**config.mk**
```make
export PLATFORM = sky130hd
export DESIGN_NAME = dvp_capture
export DESIGN_NICKNAME = d
export VERILOG_FILES = /design/src/rtl/dvp_capture_pkg.sv /design/src/rtl/dvp_sync_fifo.sv /design/src/rtl/dvp_capture.sv
export SDC_FILE = /design/constraint.sdc
export NUM_CORES = 1
export LEC_CHECK = 0
export BUFFER_PORTS_ARGS = -buffer_cell sky130_fd_sc_hd__buf_2
export CELL_PAD_IN_SITES_DETAIL_PLACEMENT = 1
export CELL_PAD_IN_SITES_GLOBAL_PLACEMENT = 2
export CORE_ASPECT_RATIO = 1.1
export CORE_MARGIN = 2
export CORE_UTILIZATION = 40
export CTS_CLUSTER_SIZE = 8
export DETAILED_ROUTE_END_ITERATION = 10
export PLACE_DENSITY_LB_ADDON = 0.3
export SYNTH_ARGS = -nofsm -noshare
export SYNTH_HDL_FRONTEND = slang
export SYNTH_HIERARCHICAL = 1
export SYNTH_SLANG_ARGS = --single-unit
```
**constraint.sdc**
```tcl
create_clock -name pclk -period 3.1 [get_ports pclk]
set_clock_uncertainty 0.05 [all_clocks]
set_input_delay 0.465 -clock pclk [delete_from_list [all_inputs] [get_ports pclk]]
set_output_delay 0.465 -clock pclk [all_outputs]
set_load 0.01 [all_outputs]
```
**src/rtl/dvp_capture_pkg.sv**
```systemverilog
// Shared types and layout constants for the DVP capture block.
`timescale 1ns / 1ps
package dvp_capture_pkg;

  typedef enum logic [1:0] {
    StIdle      = 2'd0,
    StWaitVs    = 2'd1,
    StWaitFrame = 2'd2,
    StActive    = 2'd3
  } state_e;

  localparam int unsigned FrameCntW = 16;

  // FIFO entry layout is {sof, eol, data[d-1:0]}
  function automatic int unsigned sof_bit(int unsigned d);
    return d + 1;
  endfunction

  function automatic int unsigned eol_bit(int unsigned d);
    return d;
  endfunction

endpackage

```
**src/rtl/dvp_sync_fifo.sv**
```systemverilog
// Single-clock show-ahead FIFO; head entry is visible on rd_data whenever !empty.
`timescale 1ns / 1ps
module dvp_sync_fifo #(
  parameter int unsigned Width = 10,
  parameter int unsigned Depth = 16,
  parameter int unsigned AddrW = 4
) (
  input  logic             pclk,
  input  logic             rst_n,
  input  logic             wr_en,
  input  logic [Width-1:0] wr_data,
  input  logic             rd_en,
  output logic [Width-1:0] rd_data,
  output logic             full,
  output logic             empty
);

  logic [Width-1:0] mem [Depth];
  logic [AddrW-1:0] wptr_q, rptr_q;
  logic [AddrW:0]   cnt_q;
  logic             do_wr, do_rd;

  assign full    = (cnt_q == (AddrW + 1)'(Depth));
  assign empty   = (cnt_q == '0);
  assign do_rd   = rd_en && !empty;
  // A write into a full FIFO is still accepted when a read frees a slot this cycle
  assign do_wr   = wr_en && (!full || do_rd);
  assign rd_data = mem[rptr_q];

  // Storage array, no reset needed
  always_ff @(posedge pclk) begin
    if (do_wr) mem[wptr_q] <= wr_data;
  end

  // Pointers and occupancy
  always_ff @(posedge pclk or negedge rst_n) begin
    if (!rst_n) begin
      wptr_q <= '0;
      rptr_q <= '0;
      cnt_q  <= '0;
    end else begin
      if (do_wr) wptr_q <= wptr_q + 1'b1;
      if (do_rd) rptr_q <= rptr_q + 1'b1;
      cnt_q <= cnt_q + (AddrW + 1)'(do_wr) - (AddrW + 1)'(do_rd);
    end
  end

endmodule

```
**src/rtl/dvp_capture.sv**
```systemverilog
// DVP UYVY receiver: frame sync, Y extraction, geometry checks and pixel FIFO.
`timescale 1ns / 1ps
module dvp_capture
  import dvp_capture_pkg::*;
#(
  parameter int unsigned D          = 8,
  parameter int unsigned WDT        = 64,
  parameter int unsigned HGT        = 48,
  parameter int unsigned FIFO_DEPTH = 16,
  parameter int unsigned FIFO_AW    = 4
) (
  input  logic                 pclk,
  input  logic                 rst_n,
  input  logic                 en,
  input  logic                 vsync,
  input  logic                 href,
  input  logic [D-1:0]         din,
  output logic [D-1:0]         m_tdata,
  output logic                 m_tuser,
  output logic                 m_tlast,
  output logic                 m_tvalid,
  input  logic                 m_tready,
  input  logic                 err_clr,
  output logic                 line_err,
  output logic                 frame_err,
  output logic                 ovf,
  output logic [FrameCntW-1:0] frame_cnt,
  output logic                 busy
);

  localparam int unsigned XW     = $clog2(WDT + 2);
  localparam int unsigned YW     = $clog2(HGT + 2);
  localparam int unsigned EW     = D + 2;
  localparam int unsigned SofBit = sof_bit(D);
  localparam int unsigned EolBit = eol_bit(D);
  localparam logic [XW-1:0] XLast = XW'(WDT - 1);
  localparam logic [XW-1:0] XEnd  = XW'(WDT);
  localparam logic [XW-1:0] XSat  = XW'(WDT + 1);
  localparam logic [YW-1:0] YEnd  = YW'(HGT);
  localparam logic [YW-1:0] YSat  = YW'(HGT + 1);

  state_e         state_q, state_d;
  logic           vs_r, hr_r, vs_r2, hr_r2, bph;
  logic [D-1:0]   d_r;
  logic [XW-1:0]  x_q;
  logic [YW-1:0]  y_q;
  logic           vs_rise, vs_fall, hr_fall, active, y_byte, push, pop;
  logic           clr_xy, frame_end, line_set, frame_set, ovf_set;
  logic           fifo_full, fifo_empty;
  logic [EW-1:0]  wr_entry, rd_entry, head;

  // Input register stage plus a second copy for edge detection
  always_ff @(posedge pclk or negedge rst_n) begin
    if (!rst_n) begin
      vs_r  <= 1'b0;
      hr_r  <= 1'b0;
      d_r   <= '0;
      vs_r2 <= 1'b0;
      hr_r2 <= 1'b0;
    end else begin
      vs_r  <= vsync;
      hr_r  <= href;
      d_r   <= din;
      vs_r2 <= vs_r;
      hr_r2 <= hr_r;
    end
  end

  assign vs_rise = vs_r && !vs_r2;
  assign vs_fall = !vs_r && vs_r2;
  assign hr_fall = !hr_r && hr_r2;
  assign active  = (state_q == StActive);
  assign y_byte  = hr_r && bph;
  assign push    = active && y_byte && (x_q < XEnd);
  assign pop     = m_tvalid && m_tready;

  // Byte phase: 0 = chroma, 1 = luma; realigned at every href gap
  always_ff @(posedge pclk or negedge rst_n) begin
    if (!rst_n)    bph <= 1'b0;
    else if (hr_r) bph <= !bph;
    else           bph <= 1'b0;
  end

  // State register
  always_ff @(posedge pclk or negedge rst_n) begin
    if (!rst_n) state_q <= StIdle;
    else        state_q <= state_d;
  end

  // Next-state logic; a started frame always runs to its closing vsync
  always_comb begin
    state_d   = state_q;
    clr_xy    = 1'b0;
    frame_end = 1'b0;
    unique case (state_q)
      StIdle:      if (en) state_d = StWaitVs;
      StWaitVs:    if (vs_r) state_d = StWaitFrame;
      StWaitFrame: begin
        if (vs_fall) begin
          clr_xy  = 1'b1;
          state_d = StActive;
        end
      end
      StActive: begin
        if (vs_rise) begin
          frame_end = 1'b1;
          state_d   = en ? StWaitFrame : StIdle;
        end
      end
      default: state_d = StIdle;
    endcase
  end

  // Pixel/line position; both saturate so overlong lines and frames stay detectable
  always_ff @(posedge pclk or negedge rst_n) begin
    if (!rst_n) begin
      x_q <= '0;
      y_q <= '0;
    end else if (clr_xy) begin
      x_q <= '0;
      y_q <= '0;
    end else if (active) begin
      if (hr_fall) begin
        x_q <= '0;
        if (y_q != YSat) y_q <= y_q + 1'b1;
      end else if (y_byte && (x_q != XSat)) begin
        x_q <= x_q + 1'b1;
      end
    end
  end

  assign line_set  = active && hr_fall && ((x_q != XEnd) || bph);
  assign frame_set = frame_end && (y_q != YEnd);
  assign ovf_set   = push && fifo_full && !pop;

  // Sticky errors (set beats clear) and completed-frame counter
  always_ff @(posedge pclk or negedge rst_n) begin
    if (!rst_n) begin
      line_err  <= 1'b0;
      frame_err <= 1'b0;
      ovf       <= 1'b0;
      frame_cnt <= '0;
    end else begin
      line_err  <= line_set  || (line_err  && !err_clr);
      frame_err <= frame_set || (frame_err && !err_clr);
      ovf       <= ovf_set   || (ovf       && !err_clr);
      if (frame_end && (y_q == YEnd)) frame_cnt <= frame_cnt + 1'b1;
    end
  end

  assign wr_entry = {(x_q == '0) && (y_q == '0), (x_q == XLast), d_r};

  dvp_sync_fifo #(
    .Width(EW),
    .Depth(FIFO_DEPTH),
    .AddrW(FIFO_AW)
  ) u_fifo (
    .pclk   (pclk),
    .rst_n  (rst_n),
    .wr_en  (push),
    .wr_data(wr_entry),
    .rd_en  (pop),
    .rd_data(rd_entry),
    .full   (fifo_full),
    .empty  (fifo_empty)
  );

  // Mask the uninitialised storage so the stream reads as zero when empty
  assign head     = fifo_empty ? '0 : rd_entry;
  assign m_tvalid = !fifo_empty;
  assign m_tdata  = head[D-1:0];
  assign m_tlast  = head[EolBit];
  assign m_tuser  = head[SofBit];
  assign busy     = active;

endmodule

```
## Yosys cells after proc, flatten, opt, wreduce, memory -nomap -nowiden

Memories as Yosys holds them, arrays and structs flattened.
Cells that the tools add are included.

| operators by class | value |
|---|---|
| $add $sub $neg | 7 |
| magnitude comparators | 1 |
| equal/unequal tests | 14 |
| mux-type cells | 22 |
| reduce and logical (&&, ||, !) cells | 44 |

Operator list:

| kind | count |
|---|---|
| 7-bit two-way mux | 4 |
| 6-bit two-way mux | 4 |
| 1-bit logical AND | 20 |
| 16-bit by 1-bit adder with 16-bit output, second input constant | 1 |
| 7-bit inequality test, second input constant | 2 |
| 6-bit inequality test, second input constant | 2 |
| 10-bit two-way mux | 1 |
| 2-bit two-way mux | 5 |
| 4-bit by 1-bit adder with 4-bit output, second input constant | 2 |
| 1-bit zero test | 8 |
| 2-bit inequality test, second input constant | 4 |
| 2-bit case mux with 4 select lines | 1 |
| 7-bit by 1-bit adder with 7-bit output, second input constant | 1 |
| 7-bit by 6-bit == test with 1-bit output, second input constant | 1 |
| 7-bit zero test | 1 |
| 7-bit less-than comparator, second input constant | 1 |
| 1-bit two-way mux | 7 |
| 6-bit by 1-bit adder with 6-bit output, second input constant | 1 |
| 6-bit == test, second input constant | 1 |
| 6-bit zero test | 1 |
| 2-bit nonzero test | 3 |
| 5-bit by 1-bit adder with 5-bit output | 1 |
| 5-bit == test, second input constant | 1 |
| 5-bit zero test | 1 |
| 9 further kinds | 14 |

| word-level totals | value |
|---|---|
| register bits | 60 |
| RAM bits | 160 |
| input port bits | 15 |
| logic and storage cells | 105 |
| memories kept | 1 |

Memories:

| name | depth | bits a word | rd ports | clocked after Yosys merged registers in | wr ports | RTL line | text |
|---|---|---|---|---|---|---|---|
| u_fifo.mem | 16 | 10 | 1 | 0 | 1 | dvp_sync_fifo.sv:18 | `logic [Width-1:0] mem [Depth];` |

## Logic depth before layout (Yosys ltp)

Gate-level depths: netlist of run 1.

| logic depth | value |
|---|---|
| depth in word-level cells | 8 |
| depth in mapped cells | 15 |

## Modules after synthesis

Netlist of run 1, hierarchy kept.

Modules (own cells, without submodules):

| module | times used | cells each | area each (µm²) | seq. area each (µm²) |
|---|---|---|---|---|
| dvp_sync_fifo | 1 | 374 | 6940.4 | 5129.9 |
| dvp_capture | 1 | 207 | 2234.6 | 1176.1 |

## Worst setup path before layout of run 1

OpenSTA, ideal clock, no wires.

| timing path | value |
|---|---|
| path kind | register to register |
| from | register u_fifo.cnt_q[3] |
| to | register u_fifo.cnt_q[4] |
| library setup time | 0.123 ns |
| arrival time | 2.497 ns |
| setup slack | 0.430 ns |
| cell stages (with the launch flop) | 15 |
| period minus slack after synthesis | 2.670 ns |
| cells stage by stage | dfrtp_1 inv_1 ha_1 nor4b_2 nor2b_1 nor2b_1 clkbuf_1 ha_1 inv_1 ha_1 fa_1 a21oi_1 nor2_1 nor2_1 xnor2_1 |

| between the ends | value |
|---|---|
| word-level cells in the longest chain between the ends | 8 |
| elaborated cells between the ends (all ways) | 10 |
| those cells by class | 2 x add/sub; 1 x eq/ne; 7 x reduce/logical |

RTL lines:

| element | RTL line | text |
|---|---|---|
| start: declaration | dvp_sync_fifo.sv:20 | `logic [AddrW:0] cnt_q;` |
| start signal: assignment | dvp_sync_fifo.sv:44 | `cnt_q <= cnt_q + (AddrW + 1)'(do_wr) - (AddrW + 1)'(do_rd);` |
| 5-bit zero test * | dvp_sync_fifo.sv:24 | `assign empty = (cnt_q == '0);` |
| net fifo_empty | dvp_capture.sv:49 | `logic fifo_full, fifo_empty;` |
| 1-bit zero test * | dvp_capture.sv:170 | `assign m_tvalid = !fifo_empty;` |
| 1-bit logical AND * | dvp_capture.sv:75 | `assign pop = m_tvalid && m_tready;` |
| net pop | dvp_capture.sv:47 | `logic vs_rise, vs_fall, hr_fall, active, y_byte, push, pop;` |
| 1-bit logical AND * | dvp_sync_fifo.sv:25 | `assign do_rd = rd_en && !empty;` |
| net u_fifo.do_rd | dvp_sync_fifo.sv:21 | `logic do_wr, do_rd;` |
| 1-bit logical OR | dvp_sync_fifo.sv:27 | `assign do_wr = wr_en && (!full \|\| do_rd);` |
| 1-bit logical AND | dvp_sync_fifo.sv:27 |  |
| 5-bit by 1-bit adder with 5-bit output | dvp_sync_fifo.sv:44 |  |
| 5-bit by 1-bit subtractor with 5-bit output * | dvp_sync_fifo.sv:44 |  |

Mark *: on every way through the listed nets, which the timed path passes. The rest lies on a longest branch.
A chain may end at the register's enable or synchronous reset.

## Worst setup path after layout of run 1

| timing path | value |
|---|---|
| from | register u_fifo.rptr_q[0] |
| to | output port m_tdata[7] |

| between the ends | value |
|---|---|
| word-level cells in the longest chain between the ends | 2 |

RTL lines:

| element | RTL line | text |
|---|---|---|
| start: declaration | dvp_sync_fifo.sv:19 | `logic [AddrW-1:0] wptr_q, rptr_q;` |
| start signal: assignment | dvp_sync_fifo.sv:43 | `if (do_rd) rptr_q <= rptr_q + 1'b1;` |
| memory 16 x 10 bit | n/a |  |
| net rd_entry[7] | dvp_capture.sv:50 | `logic [EW-1:0] wr_entry, rd_entry, head;` |
| 10-bit two-way mux | dvp_capture.sv:169 | `assign head = fifo_empty ? '0 : rd_entry;` |
| end: declaration | dvp_capture.sv:18 | `output logic [D-1:0] m_tdata,` |

The timed path passes the listed nets, and every way through them passes these cells.

==> results of run 1 <==
==> cell usage after synthesis, types with 3 or more instances <==
| cell | count |
|---|---|
| a21oi_1 | 6 |
| a221oi_1 | 18 |
| a22oi_1 | 10 |
| buf_1 | 3 |
| buf_4 | 3 |
| buf_6 | 6 |
| clkbuf_1 | 10 |
| dfrtp_1 | 60 |
| edfxtp_1 | 160 |
| ha_1 | 18 |
| inv_1 | 19 |
| mux2i_1 | 46 |
| mux4_2 | 20 |
| nand2_1 | 37 |
| nand2b_1 | 6 |
| nand3_1 | 11 |
| nand4_1 | 13 |
| nand4b_1 | 3 |
| nor2_1 | 30 |
| nor2b_1 | 15 |
| nor3_1 | 8 |
| o21ai_0 | 15 |
| o2bb2ai_1 | 3 |
| xnor2_1 | 22 |
| xor2_1 | 6 |
==> power by group through the flow <==
stage                     Combinational [W]  Clock, W  Sequential [W]
after detailed placement            0.00263         0         0.00379
after global routing                0.00311   0.00333         0.00374
after CTS                           0.00274   0.00321         0.00371
final                               0.00285   0.00313         0.00370
after global placement              0.00258         0         0.00376
after floorplan                     0.00190         0         0.00360
==> cells by family after synthesis <==
kind of cell             count (synthesis)  share of synthesized area
AO/OA/AOI/OAI                           63                     0.0518
XOR/XNOR                                28                     0.0267
adder cells (fa/ha/maj)                 19                     0.0267
buffers and inverters                   44                     0.0244
flip-flops                             220                      0.687
multiplexers                            68                      0.102
AND/OR/NAND/NOR                        139                     0.0813
==> critical path, cell delays in order (launching register included) <==
cell and delay (ns):
dfrtp_4 0.52, buf_4 0.23, mux2i_1 0.48, a221oi_2 0.14
buf_4 0.16, a22oi_1 0.19, nand2_1 0.06, nor2b_1 0.13
buf_2 0.14
==> cell usage in the layout (no fill, tap or decap), types with 2 or more instances in the layout <==
| cell | n |
|---|---|
| a21oi_1 | 6 |
| a221oi_1 | 14 |
| a221oi_2 | 6 |
| a22o_1 | 2 |
| a22oi_1 | 10 |
| and2_1 | 2 |
| buf_2 | 45 |
| buf_4 | 44 |
| clkbuf_1 | 24 |
| clkbuf_16 | 31 |
| dfrtp_1 | 58 |
| dlygate4sd3_1 | 11 |
| edfxtp_1 | 160 |
| ha_1 | 18 |
| inv_1 | 19 |
| mux2_2 | 2 |
| mux2i_1 | 39 |
| mux2i_2 | 5 |
| mux2i_4 | 2 |
| mux4_2 | 20 |
| nand2_1 | 37 |
| nand2b_1 | 6 |
| nand3_1 | 11 |
| nand4_1 | 13 |
| nand4b_1 | 3 |
| nor2_1 | 30 |
| nor2b_1 | 14 |
| nor3_1 | 8 |
| nor4_2 | 2 |
| o21ai_0 | 15 |
| o2bb2ai_1 | 3 |
| or2_2 | 2 |
| or4_1 | 2 |
| xnor2_1 | 22 |
| xor2_1 | 6 |
==> cell type report <==
type / count / area (sq um) / share of cell area
Sequential cell: 220 / 6310 / 0.568
Multi-Input combinational cell: 317 / 2720 / 0.245
Clock buffer: 55 / 866 / 0.0779
Timing Repair Buffer: 103 / 719 / 0.0648
Tap cell: 300 / 375 / 0.0338
Inverter: 20 / 76.3 / 0.00687
Clock inverter: 2 / 38.8 / 0.00349
==> flip-flops by register name, indices dropped and copies added, names as in the netlist <==
signal / cells
frame_err: 1
frame_cnt: 16
hr_r: 1
vs_r2: 1
u_fifo/cnt_q: 5
y_q: 6
x_q: 7
u_fifo/wptr_q: 4
ovf: 1
state_q: 2
u_fifo/mem: 160
d_r: 8
u_fifo/rptr_q: 4
hr_r2: 1
line_err: 1
bph: 1
vs_r: 1
==> metrics by stage <==
step / hold slack, ns / setup TNS, ns / worst slack [ns] / power [W] / utilization
2_1_floorplan: 0.119 / 0 / 0.430 / 0.00550 / -
3_3_place_gp: 0.410 / 0 / 0.337 / 0.00634 / 0.438
3_5_place_dp: 0.412 / 0 / 0.297 / 0.00642 / 0.438
4_1_cts: 0.123 / -0.000639 / -0.000639 / 0.00966 / 0.485
5_1_grt: 0.137 / -0.120 / -0.0376 / 0.0102 / 0.489
6_report: 0.144 / -0.0150 / -0.0150 / 0.00969 / 0.489
==> path summary, 6_finish.rpt <==
kind | cells past startpoint | to | from | slack [ns]
max | 8 | m_tdata[7] | u_fifo/rptr_q[0]$_DFFE_PN0P_ | -0.01
min | 3 | state_q[0]$_DFFE_PN0P_ | en | 0.14
max reg2reg | 13 | u_fifo/cnt_q[4]$_DFF_PN0_ | u_fifo/cnt_q[3]$_DFF_PN0_ | 0.35
min reg2reg | 1 | frame_cnt[15]$_DFFE_PN0P_ | frame_cnt[15]$_DFFE_PN0P_ | 0.42
max in group asynchronous | 3 | d_r[7]$_DFF_PN0_ | rst_n | 1.71
min in group asynchronous | 2 | frame_cnt[12]$_DFFE_PN0P_ | rst_n | 0.52
==> what timing repair did <==
item                                   4_1_cts  5_1_grt
endpoints found under the hold margin       16        0
setup endpoints to repair                   10       10
pin swaps                                    0        1
hold buffers                                11        0
buffers inserted                             2        3
resized for setup                            8       13
==> routing by layer <==
| metal | track usage | up-vias | wire [microns] |
|---|---|---|---|
| met4 | 0.0680 | 0 | 719 |
| li1 | - | 2435 | - |
| met5 | 0 | - | 0 |
| met2 | 0.337 | 129 | 11600 |
| met1 | 0.247 | 2783 | 9470 |
| met3 | 0.0246 | 38 | 871 |
==> results.sh, run 1 <==
export IMPL_vias=5385
export IMPL_synth_seq_area_share=0.687
export IMPL_required_ns=2.58
export IMPL_start_util=0.404
export IMPL_cts_clk_slew_worst_paths_ns=0.05
export IMPL_routed_wl_microns=22600
export IMPL_netlist_top_cell_by_area="edfxtp_1"
export IMPL_ys_seq_elements=220
export IMPL_final_hold_viol_count=0
export IMPL_synth_flop_cell="edfxtp_1"
export IMPL_hold_class="input pin to flip-flop"
export IMPL_end_kind="output port"
export IMPL_port_buffers=45
export IMPL_area_growth_synth_to_final_pct=21.1
export IMPL_p_comb_frac=0.294
export IMPL_synth_nets=615
export IMPL_p_leak_nw=4.27
export IMPL_drt_pass1_iterations=4
export IMPL_overflow=0
export IMPL_synth_top_area_share=0.524
export IMPL_drc_errors=0
export IMPL_wl_per_cell_microns=22.3
export IMPL_run_status="finished, violations left"
export IMPL_yosysUniqueCellTypes=50
export IMPL_n_fill_cell=2227
export IMPL_intPower_w=0.00666
export IMPL_netlist_area_sq_um=9180
export IMPL_p_per_area_nw_per_um2=872
export IMPL_rsz0062_at_grt="yes"
export IMPL_ir_drop_uv=376
export IMPL_die_y_microns=163
export IMPL_viasPerCell=5.29
export IMPL_fmaxAchievable_ghz=0.321
export IMPL_routabilityCongestion=0.842
export IMPL_worst_slack_ns=-0.0150
export IMPL_design_area_sq_um=11100
export IMPL_power_frac_seq=0.382
export IMPL_grt_first_pass_wirelength_microns=35400
export IMPL_avgSynthCellArea_sq_um=15.8
export IMPL_tritoncts="yes"
export IMPL_slew_limit_headroom=0.432
export IMPL_postSynthCellCount=581
export IMPL_netSwitchingFraction=0.312
export IMPL_arrival_ns=2.60
export IMPL_crit_fanout=7
export IMPL_yosysWarnings=6
export IMPL_cts_inserted_buffers=31
export IMPL_place_area_sq_um=9960
export IMPL_die_area_sq_um=24200
export IMPL_finalSetupViolCount=1
export IMPL_placed_cells=944
export IMPL_grtUsageTotal=0.192
export IMPL_layout_cells_non_filler=1017
export IMPL_cts_sinks=220
export IMPL_drv_slew=0
export IMPL_layout_drive_gt1_share=0.241
export IMPL_dieWidth_microns=148
export IMPL_ys_async_sr_fraction=0.273
export IMPL_p_clk_frac=0.323
export IMPL_fin_crit_sh=1.00
export IMPL_core_sq_um=22700
export IMPL_grt_pass1_vias=6031
export IMPL_grt_start_max_net_pins=31
export IMPL_p_switching_w=0.00302
export IMPL_htree_levels=1
export IMPL_cts_buffer_depth=3
export IMPL_diodes=0
export IMPL_synth_area_leaders="edfxtp_1 52%, dfrtp_1 16%, mux2i_1 5.0%"
export IMPL_worstSetupPathType="flip-flop to output port"
export IMPL_row_count=58
export IMPL_period_minus_slack_ns=3.11
export IMPL_synth_edff_count=160
export IMPL_final_nets=727
export IMPL_antenna_found_initial=0
export IMPL_ant_nets=0
export IMPL_clk_latency_ns=0.54
export IMPL_failed_checks="negative setup slack"
export IMPL_place_hpwl_microns=15000
export IMPL_cts_root_buffer="clkbuf_16"
export IMPL_tightest_slew_ns=0.853
export IMPL_io_pins=46
export IMPL_critical_path_startpoint_type="flip-flop"
export IMPL_drt_iter0_markers=338
export IMPL_cap_violations=0
Power figures use the tool's default switching activity.
==> inputs of run 2 (changes only) <==
--- a/config.mk
+++ b/config.mk
@@ -5,14 +5,16 @@
 export SDC_FILE = /design/constraint.sdc
 export NUM_CORES = 1
 export LEC_CHECK = 0
+export ABC_AREA = 1
 export BUFFER_PORTS_ARGS = -buffer_cell sky130_fd_sc_hd__buf_2
 export CELL_PAD_IN_SITES_DETAIL_PLACEMENT = 1
 export CELL_PAD_IN_SITES_GLOBAL_PLACEMENT = 2
 export CORE_ASPECT_RATIO = 1.1
 export CORE_MARGIN = 2
-export CORE_UTILIZATION = 40
+export CORE_UTILIZATION = 39
 export CTS_CLUSTER_SIZE = 8
 export DETAILED_ROUTE_END_ITERATION = 10
+export GPL_TIMING_DRIVEN = 0
 export PLACE_DENSITY_LB_ADDON = 0.3
 export SYNTH_ARGS = -nofsm -noshare
 export SYNTH_HDL_FRONTEND = slang
==> run 2 against run 1 <==
Effect of this change:
- the flow now finishes without violations
- wire length rose by 15%
- register-to-register slack got worse by 0.15 ns
- maximum frequency is 7.5% higher
- cell count rose by 50%
- global-route usage increased by 0.75 points
- critical path type is now flip-flop to flip-flop
- largest power group unchanged
==> results.sh, run 2 <==
export IMPL_drt_iter0_markers=282
export IMPL_overflow=0
export IMPL_netSwitchingFraction=0.365
export IMPL_power_w=0.00990
export IMPL_end_kind="flip-flop"
export IMPL_ir_drop_uv=443
export IMPL_grt_first_pass_wirelength_microns=41300
export IMPL_row_count=61
export IMPL_fmaxAchievable_ghz=0.345
export IMPL_cts_sinks=220
export IMPL_synth_edff_count=160
export IMPL_fin_hold_ws_ns=0.0960
export IMPL_final_cell_mix="369 x nand2_1, 160 x edfxtp_1, 128 x inv_1"
export IMPL_yosysUniqueCellTypes=29
export IMPL_io_pins=46
export IMPL_tritoncts="yes"
export IMPL_yosysMostFrequentCell="nand2_1"
export IMPL_n_fill_cell=2986
export IMPL_reg_top3="u_fifo/mem: 160 flops, frame_cnt: 16 flops, d_r: 8 flops"
export IMPL_die_y_microns=172
export IMPL_yosysWarnings=6
export IMPL_place_hpwl_microns=17400
export IMPL_grtUsageTotal=0.200
export IMPL_cts_root_buffer="clkbuf_16"
export IMPL_area_growth_synth_to_final_pct=16.8
export IMPL_p_comb_frac=0.327
export IMPL_netlist_top_cell_by_area="edfxtp_1"
export IMPL_period_minus_slack_ns=2.90
export IMPL_ant_nets=0
export IMPL_routed_wl_microns=26100
export IMPL_drc_errors=0
export IMPL_htree_levels=1
export IMPL_start_util=0.397
export IMPL_viasPerCell=4.74
export IMPL_synth_top_area_share=0.478
export IMPL_synth_nets=1099
export IMPL_antenna_found_initial=0
export IMPL_cts_clk_slew_worst_paths_ns=0.05
export IMPL_use_met2=0.351
export IMPL_largest_register="u_fifo/mem"
export IMPL_drv_slew=0
export IMPL_synth_seq_area_share=0.627
export IMPL_wl_per_cell_microns=17.1
export IMPL_required_ns=3.48
export IMPL_netlist_area_sq_um=10100
export IMPL_ys_top_cells_by_count="370 x nand2_1, 160 x edfxtp_1, 129 x inv_1"
export IMPL_synth_area_leaders="edfxtp_1 48%, dfrtp_1 15%, nand2_1 14%"
export IMPL_p_clk_frac=0.312
export IMPL_ys_async_sr_fraction=0.273
export IMPL_rsz0062_at_grt="no"
export IMPL_core_sq_um=25300
export IMPL_busiest_layer="met2"
export IMPL_grt_start_max_net_pins=61
export IMPL_tightest_slew_ns=1.13
export IMPL_ys_seq_elements=220
export IMPL_dieWidth_microns=157
export IMPL_place_area_sq_um=10700
export IMPL_critical_path_startpoint_type="flip-flop"
export IMPL_tns_ns=0
export IMPL_avgSynthCellArea_sq_um=9.44
export IMPL_postSynthCellCount=1065
export IMPL_final_hold_viol_count=0
export IMPL_cts_setup_buffers=0
export IMPL_diodes=0
export IMPL_die_area_sq_um=27100
export IMPL_crit_fanout=5
export IMPL_fin_crit_sh=0.935
export IMPL_synth_flop_cell="edfxtp_1"
export IMPL_run_status="completed"
export IMPL_gr_usage_met3=0.0248
export IMPL_cts_inserted_buffers=31
export IMPL_intPower_w=0.00629
export IMPL_grtUsageMet1=0.263
export IMPL_p_leak_nw=5.24
export IMPL_drt_pass1_iterations=4
export IMPL_p_switching_w=0.00361
export IMPL_slew_limit_headroom=0.242
export IMPL_largest_reg_flops=160
export IMPL_hold_class="input pin to flip-flop"
export IMPL_p_per_area_nw_per_um2=844
export IMPL_grt_pass1_vias=7560
export IMPL_layout_drive_gt1_share=0.104
export IMPL_final_nets=1189
export IMPL_port_buffers=45
export IMPL_arrival_ns=3.27
export IMPL_routabilityCongestion=0.739
export IMPL_vias=7233
export IMPL_design_area_sq_um=11700
export IMPL_power_frac_seq=0.361
export IMPL_worstSetupPathType="flip-flop to flip-flop"
export IMPL_final_common_cell="nand2_1"
export IMPL_finalSetupViolCount=0
export IMPL_clk_latency_ns=0.55
export IMPL_cts_buffer_depth=3
export IMPL_cap_violations=0
[run 2: power groups by stage]
stage / Clock [W] / Combinational (W) / Sequential (W)
2_1_floorplan: 0 / 0.00212 / 0.00358
3_3_place_gp: 0 / 0.00313 / 0.00363
3_5_place_dp: 0 / 0.00325 / 0.00363
4_1_cts: 0.00317 / 0.00330 / 0.00358
5_1_grt: 0.00329 / 0.00370 / 0.00360
6_report: 0.00309 / 0.00324 / 0.00358
[run 2: metrics by stage]
stage,instances,utilization,setup slack [ns]
after floorplan,1065,-,0.426
after detailed placement,1457,0.423,-0.0814
after global placement,1456,0.423,-0.0149
final,1526,0.463,0.202
after global routing,1526,0.463,0.00373
after CTS,1526,0.463,0.0650
[run 2: kinds of logic (layout without fill, tap and decap cells)]
family                   count (synthesis)  after routing  synth area share
AO/OA/AOI/OAI                           20             20            0.0108
XOR/XNOR                                19             19            0.0166
adder cells (fa/ha/maj)                 19             19            0.0244
buffers and inverters                  168            283            0.0690
flip-flops                             220            220             0.627
AND/OR/NAND/NOR                        619            619             0.252
[run 2: area by class of cell]
| cell class | instances | area (sq um) | share of cell area |
|---|---|---|---|
| plain buffers | 33 | 193 | 0.0164 |
| clock buffers | 56 | 870 | 0.0741 |
| clock inverters | 2 | 13.8 | 0.00117 |
| inverters | 135 | 507 | 0.0432 |
| multi-input cells | 677 | 3070 | 0.261 |
| flip-flops and latches | 220 | 6310 | 0.537 |
| well taps | 346 | 433 | 0.0369 |
| repair buffers | 57 | 349 | 0.0297 |
[run 2: worst paths after layout]
kind	cells after the start	slack [ns]	end	startpoint
worst max-delay path	16	0.20	u_fifo/cnt_q[4]$_DFF_PN0_	u_fifo/cnt_q[3]$_DFF_PN0_
worst min-delay path	2	0.1	frame_err$_DFF_PN0_	err_clr
worst max register to register	16	0.20	u_fifo/cnt_q[4]$_DFF_PN0_	u_fifo/cnt_q[3]$_DFF_PN0_
worst min register to register	0	0.35	hr_r2$_DFF_PN0_	hr_r$_DFF_PN0_
max in group asynchronous	2	1.95	d_r[7]$_DFF_PN0_	rst_n
min in group asynchronous	2	0.49	x_q[1]$_DFFE_PN0P_	rst_n
[run 2: worst max-delay path, stage by stage (launching register included)]
cell	delay (ns)
dfrtp_1	0.39
inv_1	0.09
ha_1	0.17
nand4_1	0.15
inv_2	0.16
inv_1	0.07
nand2_1	0.07
inv_1	0.06
nand2_1	0.20
inv_1	0.16
ha_1	0.30
inv_1	0.04
ha_1	0.20
fa_2	0.36
nand3_1	0.10
nand2_1	0.07
xor2_1	0.14
[run 2: what timing repair did]
item	CTS	global route
gates resized for setup	1	8
endpoints found under the hold margin	37	0
endpoints found under the setup margin	1	23
pin swaps	0	0
hold buffers	11	0
[run 2: layer usage]
metal	vias to the layer above	part of all wire	routed length [microns]
li1	3563	-	-
met1	3517	0.44	11500
met2	123	0.50	13000
met3	30	0.041	1070
met4	0	0.018	467
met5	-	0	0
